[config.mk]
export PLATFORM = sky130hd
export DESIGN_NAME = minimac2_mdio_slave
export DESIGN_NICKNAME = d
export VERILOG_FILES = /design/src/rtl/minimac2_mdio_slave.sv
export SDC_FILE = /design/constraint.sdc
export NUM_CORES = 1
export LEC_CHECK = 0
export BUFFER_PORTS_ARGS = -buffer_cell sky130_fd_sc_hd__buf_2
export CORE_ASPECT_RATIO = 0.75
export CORE_MARGIN = 2
export CORE_UTILIZATION = 34
export DETAILED_ROUTE_END_ITERATION = 10
export SLEW_MARGIN = 30
export SYNTH_ARGS = -nofsm -noshare
export SYNTH_HDL_FRONTEND = slang
export SYNTH_SLANG_ARGS = --single-unit
[constraint.sdc]
create_clock -name sys_clk -period 5.69 [get_ports sys_clk]
set_clock_uncertainty 0.05 [all_clocks]
set_input_delay 0.2845 -clock sys_clk [delete_from_list [all_inputs] [get_ports sys_clk]]
set_output_delay 0.2845 -clock sys_clk [all_outputs]
set_load 0.02 [all_outputs]
[src/rtl/minimac2_mdio_slave.sv]
// MDIO management responder (clause-22 framing) clocked entirely by sys_clk.
// mdc/mdio_i are oversampled through 2-flop synchronizers and edge-detected.
// Optional build macro: MINIMAC2_MDIO_PREAMBLE_EN
//   defined   -> a full 32-bit preamble of ones is required before a frame
//   undefined -> preamble suppression: a single 1 before the start 0 suffices
module minimac2_mdio_slave #(
  parameter logic [4:0]  phy_addr = 5'd1,
  parameter logic [15:0] phy_id1  = 16'h0022,
  parameter logic [15:0] phy_id2  = 16'h1619
) (
  input  logic        sys_clk,
  input  logic        sys_rst_n,
  input  logic        mdc,
  input  logic        mdio_i,
  output logic        mdio_o,
  output logic        mdio_oe,
  input  logic [15:0] status_i,
  output logic [15:0] ctrl_o,
  output logic        wr_stb
);

  typedef enum logic [2:0] {PRE, ST, OP, ADDR, TA, RD, WR, SKIP} state_t;

  state_t      r_state, w_stateNext;
  logic [1:0]  r_mdcSync, r_mdioSync;
  logic        r_mdcPrev;
  logic [5:0]  r_ones, w_onesNext;
  logic [4:0]  r_bitCnt, w_bitCntNext;
  logic        r_isRead, w_isReadNext;
  logic [8:0]  r_addr, w_addrNext;
  logic [15:0] r_shift, w_shiftNext;
  logic        r_oe, w_oeNext;
  logic        r_out, w_outNext;
  logic [15:0] r_ctrl, w_ctrlNext;
  logic        r_wrStb, w_wrStbNext;

  logic        w_rise, w_fall, w_bit, w_preOk;
  logic [15:0] w_readWord, w_wrWord;

  // Bring mdc and mdio_i into the sys_clk domain and keep one cycle of mdc history
  always_ff @(posedge sys_clk) begin
    if (!sys_rst_n) begin
      r_mdcSync  <= 2'b00;
      r_mdioSync <= 2'b00;
      r_mdcPrev  <= 1'b0;
    end else begin
      r_mdcSync  <= {r_mdcSync[0], mdc};
      r_mdioSync <= {r_mdioSync[0], mdio_i};
      r_mdcPrev  <= r_mdcSync[1];
    end
  end

  assign w_rise   = r_mdcSync[1] & ~r_mdcPrev;
  assign w_fall   = ~r_mdcSync[1] & r_mdcPrev;
  assign w_bit    = r_mdioSync[1];
  assign w_wrWord = {r_shift[14:0], w_bit};

`ifdef MINIMAC2_MDIO_PREAMBLE_EN
  assign w_preOk = (r_ones == 6'd32);
`else
  assign w_preOk = (r_ones != 6'd0);
`endif

  // Register map seen by reads; REGAD sits in the low five bits of the address shifter
  always_comb begin
    w_readWord = 16'h0000;
    case (r_addr[4:0])
      5'd0:    w_readWord = r_ctrl;
      5'd1:    w_readWord = status_i;
      5'd2:    w_readWord = phy_id1;
      5'd3:    w_readWord = phy_id2;
      default: w_readWord = 16'h0000;
    endcase
  end

  // Frame decoder: advances on synchronized mdc rises, drives the pad only on falls
  always_comb begin
    w_stateNext  = r_state;
    w_onesNext   = r_ones;
    w_bitCntNext = r_bitCnt;
    w_isReadNext = r_isRead;
    w_addrNext   = r_addr;
    w_shiftNext  = r_shift;
    w_oeNext     = r_oe;
    w_outNext    = r_out;
    w_ctrlNext   = r_ctrl;
    w_wrStbNext  = 1'b0;

    // A soft-reset bit written into control clears itself on the following cycle
    if (r_ctrl[15]) w_ctrlNext = 16'h1000;

    case (r_state)
      PRE: begin
        if (w_rise) begin
          if (w_bit) begin
            if (r_ones != 6'd32) w_onesNext = r_ones + 6'd1;
          end else begin
            w_onesNext = 6'd0;
            if (w_preOk) w_stateNext = ST;
          end
        end
      end
      ST: begin
        if (w_rise) begin
          w_bitCntNext = 5'd0;
          w_onesNext   = 6'd0;
          w_stateNext  = w_bit ? OP : PRE;
        end
      end
      OP: begin
        if (w_rise) begin
          if (r_bitCnt == 5'd0) begin
            w_isReadNext = w_bit;
            w_bitCntNext = 5'd1;
          end else begin
            w_bitCntNext = 5'd0;
            w_stateNext  = (w_bit != r_isRead) ? ADDR : PRE;
          end
        end
      end
      ADDR: begin
        if (w_rise) begin
          w_addrNext = {r_addr[7:0], w_bit};
          if (r_bitCnt == 5'd9) begin
            w_bitCntNext = 5'd0;
            w_stateNext  = (r_addr[8:4] == phy_addr) ? TA : SKIP;
          end else begin
            w_bitCntNext = r_bitCnt + 5'd1;
          end
        end
      end
      TA: begin
        if (w_rise) begin
          if (r_bitCnt == 5'd0) begin
            w_bitCntNext = 5'd1;
          end else begin
            w_bitCntNext = 5'd0;
            w_stateNext  = r_isRead ? RD : WR;
          end
        end else if (w_fall && r_isRead && r_bitCnt == 5'd1) begin
          w_oeNext    = 1'b1;
          w_outNext   = 1'b0;
          w_shiftNext = w_readWord;
        end
      end
      RD: begin
        if (w_rise) begin
          if (r_bitCnt != 5'd16) w_bitCntNext = r_bitCnt + 5'd1;
        end else if (w_fall) begin
          if (r_bitCnt == 5'd16) begin
            w_oeNext     = 1'b0;
            w_outNext    = 1'b1;
            w_bitCntNext = 5'd0;
            w_onesNext   = 6'd0;
            w_stateNext  = PRE;
          end else begin
            w_outNext   = r_shift[15];
            w_shiftNext = {r_shift[14:0], 1'b0};
          end
        end
      end
      WR: begin
        if (w_rise) begin
          w_shiftNext = w_wrWord;
          if (r_bitCnt == 5'd15) begin
            w_bitCntNext = 5'd0;
            w_onesNext   = 6'd0;
            w_stateNext  = PRE;
            if (r_addr[4:0] == 5'd0) begin
              w_ctrlNext  = w_wrWord;
              w_wrStbNext = 1'b1;
            end
          end else begin
            w_bitCntNext = r_bitCnt + 5'd1;
          end
        end
      end
      SKIP: begin
        if (w_rise) begin
          if (r_bitCnt == 5'd17) begin
            w_bitCntNext = 5'd0;
            w_onesNext   = 6'd0;
            w_stateNext  = PRE;
          end else begin
            w_bitCntNext = r_bitCnt + 5'd1;
          end
        end
      end
      default: begin
        w_stateNext  = PRE;
        w_bitCntNext = 5'd0;
        w_onesNext   = 6'd0;
        w_oeNext     = 1'b0;
        w_outNext    = 1'b1;
      end
    endcase
  end

  // State register for the decoder, the pad driver and the control register
  always_ff @(posedge sys_clk) begin
    if (!sys_rst_n) begin
      r_state  <= PRE;
      r_ones   <= 6'd0;
      r_bitCnt <= 5'd0;
      r_isRead <= 1'b0;
      r_addr   <= 9'd0;
      r_shift  <= 16'h0000;
      r_oe     <= 1'b0;
      r_out    <= 1'b1;
      r_ctrl   <= 16'h1000;
      r_wrStb  <= 1'b0;
    end else begin
      r_state  <= w_stateNext;
      r_ones   <= w_onesNext;
      r_bitCnt <= w_bitCntNext;
      r_isRead <= w_isReadNext;
      r_addr   <= w_addrNext;
      r_shift  <= w_shiftNext;
      r_oe     <= w_oeNext;
      r_out    <= w_outNext;
      r_ctrl   <= w_ctrlNext;
      r_wrStb  <= w_wrStbNext;
    end
  end

  assign mdio_o  = r_out;
  assign mdio_oe = r_oe;
  assign ctrl_o  = r_ctrl;
  assign wr_stb  = r_wrStb;

endmodule

# After elaboration in Yosys (flattened, before gate mapping)

Cells that the tools add are included.
W data, S select, Z words.

Muxes and demuxes: 74
$add $sub $neg: 2
Bitwise gates (word level): 4
Eq/ne operators: 44
Reduce and logical (&&, ||, !) cells: 20

Operators with widths:

| cell                 | count |
|---|---|
| $mux W16             | 10 |
| $mux W6              | 11 |
| $pmux W16 S4         | 1 |
| $mux W5              | 12 |
| $mux W3              | 17 |
| $pmux W16 S3         | 1 |
| $ne A2 B2 Y1 const B | 20 |
| $pmux W5 S6          | 1 |
| $pmux W6 S5          | 1 |
| $pmux W3 S8          | 1 |
| $reduce_and A17 Y1   | 1 |
| $eq A5 B1 Y1 const B | 3 |
| $mux W15             | 1 |
| $eq A3 B3 Y1 const B | 4 |
| $mux W1              | 12 |
| $ne A3 B3 Y1 const B | 4 |
| $reduce_bool A6 Y1   | 2 |
| $reduce_and A11 Y1   | 1 |
| $eq A5 B2 Y1 const B | 2 |
| $eq A5 B4 Y1 const B | 2 |
| $eq A5 B5 Y1 const B | 2 |
| $logic_not A5 Y1     | 2 |
| $reduce_and A9 Y1    | 1 |
| $mux W2              | 4 |
| other kinds (23)     | 28 |

Register bits after elaboration: 64
Logic and storage cells: 157
Input port bits: 20
Output and inout bits: 19

# Depth between registers and ports, before layout

Depth after elaboration: 7
Gate-level depth with buffers: 10
Mapped depth without buffers: 9

# Worst setup path after synthesis

Ideal clock, no wire load.

Kind: register -> register
From: register r_bitCnt[0]
To: register r_state[0]
Cell stages (with the launch flop): 10
Library setup time: 0.122 ns
Path slack: 3.611 ns
Path buffers: 0
Period minus slack after synthesis: 2.079 ns
Arrival time: 1.908 ns
Required time: 5.518 ns
Cells stage by stage: dfxtp_1 ha_1 nand3_1 inv_1 ha_1 nand2_1 a31oi_1 o21ai_2 or3_1 o311a_1

Word-level cells in the longest chain between the ends: 3
Elaborated cells on any way between the ends: 12
Those cells by class: eq/ne (10); reduce/logical (2)

Ends and longest elaborated chain:

| element                                 | RTL line | source |
|---|---|---|
| from (decl)                             | 28       | `logic [4:0] r_bitCnt, w_bitCntNext;` |
| from (signal assigned)                  | 215      | `r_bitCnt <= w_bitCntNext;` |
| $eq A5 B5 Y1 (tied with other cells)    | 180      | `if (r_bitCnt == 5'd17) begin` |
| $ne A2 B2 Y1 (no source line)           | --       |  |
| $reduce_and A17 Y1 (no source line) (*) | --       |  |
| to (signal assigned)                    | 213      | `r_state <= w_stateNext;` |
| to (decl)                               | 24       | `state_t r_state, w_stateNext;` |

Every way passes the cells marked *; elsewhere a longest branch is shown, timed or not.
A chain may end at the register's enable or synchronous reset.

# Final worst setup path

From: register r_state[2]
To: register r_ctrl[12], in the netlist ctrl_o[12]

Word-level cells in the longest chain between the ends: 2

Ends and longest elaborated chain:

| element              | RTL line | source |
|---|---|---|
| $eq A3 B3 Y1         | 92       | `case (r_state)` |
| $mux W16             | 92       |  |
| to (signal assigned) | 221      | `r_ctrl <= w_ctrlNext;` |
| to (decl)            | 34       | `logic [15:0] r_ctrl, w_ctrlNext;` |

Every way passes these cells.

==> results.toml <==
[outcome]
status = "complete, no violations"

[logic_synthesis]
synth_simple_gate_area_share_pct = 21.4
synth_top_cells_by_count = "dfxtp_1 (64), nand2_1 (50), o211ai_1 (19), inv_1 (18), o211a_1 (17)"
synth-seq-cells = 64
synth_top_area_cell = "dfxtp_1"
yosysMostFrequentCell = "dfxtp_1"
syn_nets = 419
async_reset_ff_share_pct = 0
synth_fa_ha_area_share_pct = 3.28
synthXorXnorAreaFrac_pct = 0.255
synth-edff-count = 0
seq_area_frac_synth_pct = 37.3
synth.avg_cell_area_um2 = 8.80
synthMuxAreaShare_pct = 2.62
yosysWarnings = 0
synth_area_leaders = "dfxtp_1 (37%), nand2_1 (5.5%), o211a_1 (5.0%)"
synth_compound_area_share_pct = 28.9
ys_types = 64
syn_inst = 390
ys.flop_type = "dfxtp_1"
synth_top_area_share_pct = 37.3
synth_area_mm2 = 0.00343
synth_top_family_by_area = "compound AO/OA/AOI/OAI gates"

[detailed_routing]
first_iter_violations = 203
vias = 2998
wl_mm = 8.37
viasPerCell = 5.46
drtAntennaViolNets = 0
drc = 0
first_pass_iters = 5
post_drt_wl_per_cell_um = 15.2

[clock_network]
cts_buffers = 9
cts_tree = "yes"
post_cts_buffers = 0
clk_latency_ps = 340
cts_root_buf = "clkbuf_16"
htree_levels = 3
cts_resized = 0
cts.clk_slew.worst_paths_ps = 60
cts.sinks = 64
cts_buffer_depth = 2
ctsHoldBuffers = 0

[flow_run]
drv_cap = 0

[setup_path]
r2r_start = "r_state[2]"
worstPathArrival_ps = 2830
cp-end-kind = "flop"
reg2regPathDepth = 5
critical_path_required_ps = 5820
path_class = "reg -> reg"
worstPathMaxFanout = 17
rrSetupSlack_ps = 2990
crit_path_start_kind = "flop"
worstReg2RegEnd = "ctrl_o[12]"

[floorplan]
rows = 31
coreArea_mm2 = 0.00974
die_y_um = 91.0
boundaryPins = 39
initial_core_util_pct = 35.3
die_w_um = 120
die_area_mm2 = 0.0109

[hold_path]
holdCritStartpoint = "mdio_i"
worstHoldPathCells = 2
hp-class = "in -> reg"
holdPathEnd = "r_mdioSync[0]"

[final_layout]
fill_cells = 995
seqCellArea_mm2 = 0.00128
drive_above_1_share_pct = 16.5
diodes = 0
final_util_pct = 40.6
multi_input_area_mm2 = 0.00195
syn_to_final_growth_pct = 15.3
fin_nets = 441

[sta]
period_needed_ps = 2700
slew_violations = 0
tightest_slew_ps = 776
tns_ps = 0
hold_violations = 0
rsz0062_at_grt = "no"
finalSetupViolCount = 0
min_period_over_period_pct = 47.4
fmax_mhz = 371
max_slew_margin_pct = 48.2

[global_route]
grt_max_degree = 62
grt.total_usage_pct = 16.1
grt_pass1_wl_mm = 14.1
antenna_found_initial = 0
globalRouteOverflowTotal = 0
grt_pass1_vias = 2838

[placed_design]
place_congestion = 0.894
io_buffers = 38
hpwl_mm = 5.67

[power_and_ir_drop]
leakagePower_nw = 1.64
peakVddDrop_mv = 0.170
power_density_mw_per_mm2 = 249
[layer usage]
metal,part of all wire (%),GRT usage (%),vias up
met1,52,23.7,1431
met4,1.5,6.37,0
met3,5.2,4.52,8
met5,0,0,-
li1,-,-,1493
met2,41,21.9,66
[cell families (layout without fill, tap and decap cells)]
kind of cell,count (synthesis),in the layout
fa+ha+maj,9,9
buf+inv,48,75
xor+xnor,1,1
mux,9,9
simple gates,136,136
flops,64,64
compound gates,123,123
[how the worst max path moves through the flow]
stage                            from    endpoint  slack [ps]  depth (start not counted)
final                      r_state[2]  ctrl_o[12]        2990                          5
after global routing       r_state[2]  ctrl_o[12]        2730                          5
after CTS                  r_state[2]  ctrl_o[12]        3010                          5
after detailed placement   r_state[2]  ctrl_o[12]        3020                          5
after global placement      sys_rst_n  ctrl_o[12]        3260                          3
after floorplan           r_bitCnt[0]  r_state[0]        3610                          9
[through the flow]
| stage | hold WS [ps] | setup WS (ps) | total power [mW] | instances | area [um^2] |
|---|---|---|---|---|---|
| floorplan | 362 | 3610 | 0.477 | 390 | 3430 |
| global placement | 368 | 3260 | 0.487 | 533 | 3670 |
| detailed placement | 372 | 3020 | 0.488 | 533 | 3680 |
| CTS | 104 | 3010 | 0.997 | 549 | 3950 |
| global route | 125 | 2730 | 1.02 | 549 | 3960 |
| finish | 108 | 2990 | 0.984 | 549 | 3960 |
[flip-flops by register name, indices dropped and copies added, names as in the netlist]
register,flops
r_mdcSync,2
r_ones,6
r_state,3
r_mdcPrev,1
ctrl_o,16
r_mdioSync,2
r_shift,16
r_bitCnt,5
mdio_o,1
r_addr,9
r_isRead,1
wr_stb,1
mdio_oe,1
[layout by cell type (no fill, tap or decap), types with 10 or more instances in the layout]
| cell type | count |
|---|---|
| dfxtp_1 | 64 |
| nand2_1 | 50 |
| buf_2 | 37 |
| o211ai_1 | 19 |
| inv_1 | 18 |
| o211a_1 | 17 |
| nand3_1 | 15 |
| a22o_1 | 14 |
| nor2b_1 | 13 |
| a21boi_0 | 12 |
| o21ai_0 | 10 |
[worst max-delay path: stages (launching register included)]
cell and delay, ps:
dfxtp_1 640, nor2b_1 360, nand2_1 120, nor4_1 590, and2_1 640, a22oi_1 140
[area by class of cell]
cell class	count	share of cell area (%)
multi-input cells	278	49.4
flip-flops and latches	64	32.4
clock buffers	9	5.69
repair buffers	41	5.44
well taps	132	4.17
inverters	18	1.71
clock inverters	7	1.20
[power by group]
part           total, mW  switching, mW  internal [mW]
registers          0.452        0.00167          0.450
logic             0.0270         0.0160         0.0110
clock network      0.505          0.212          0.294
Power figures use the tool's default switching activity.
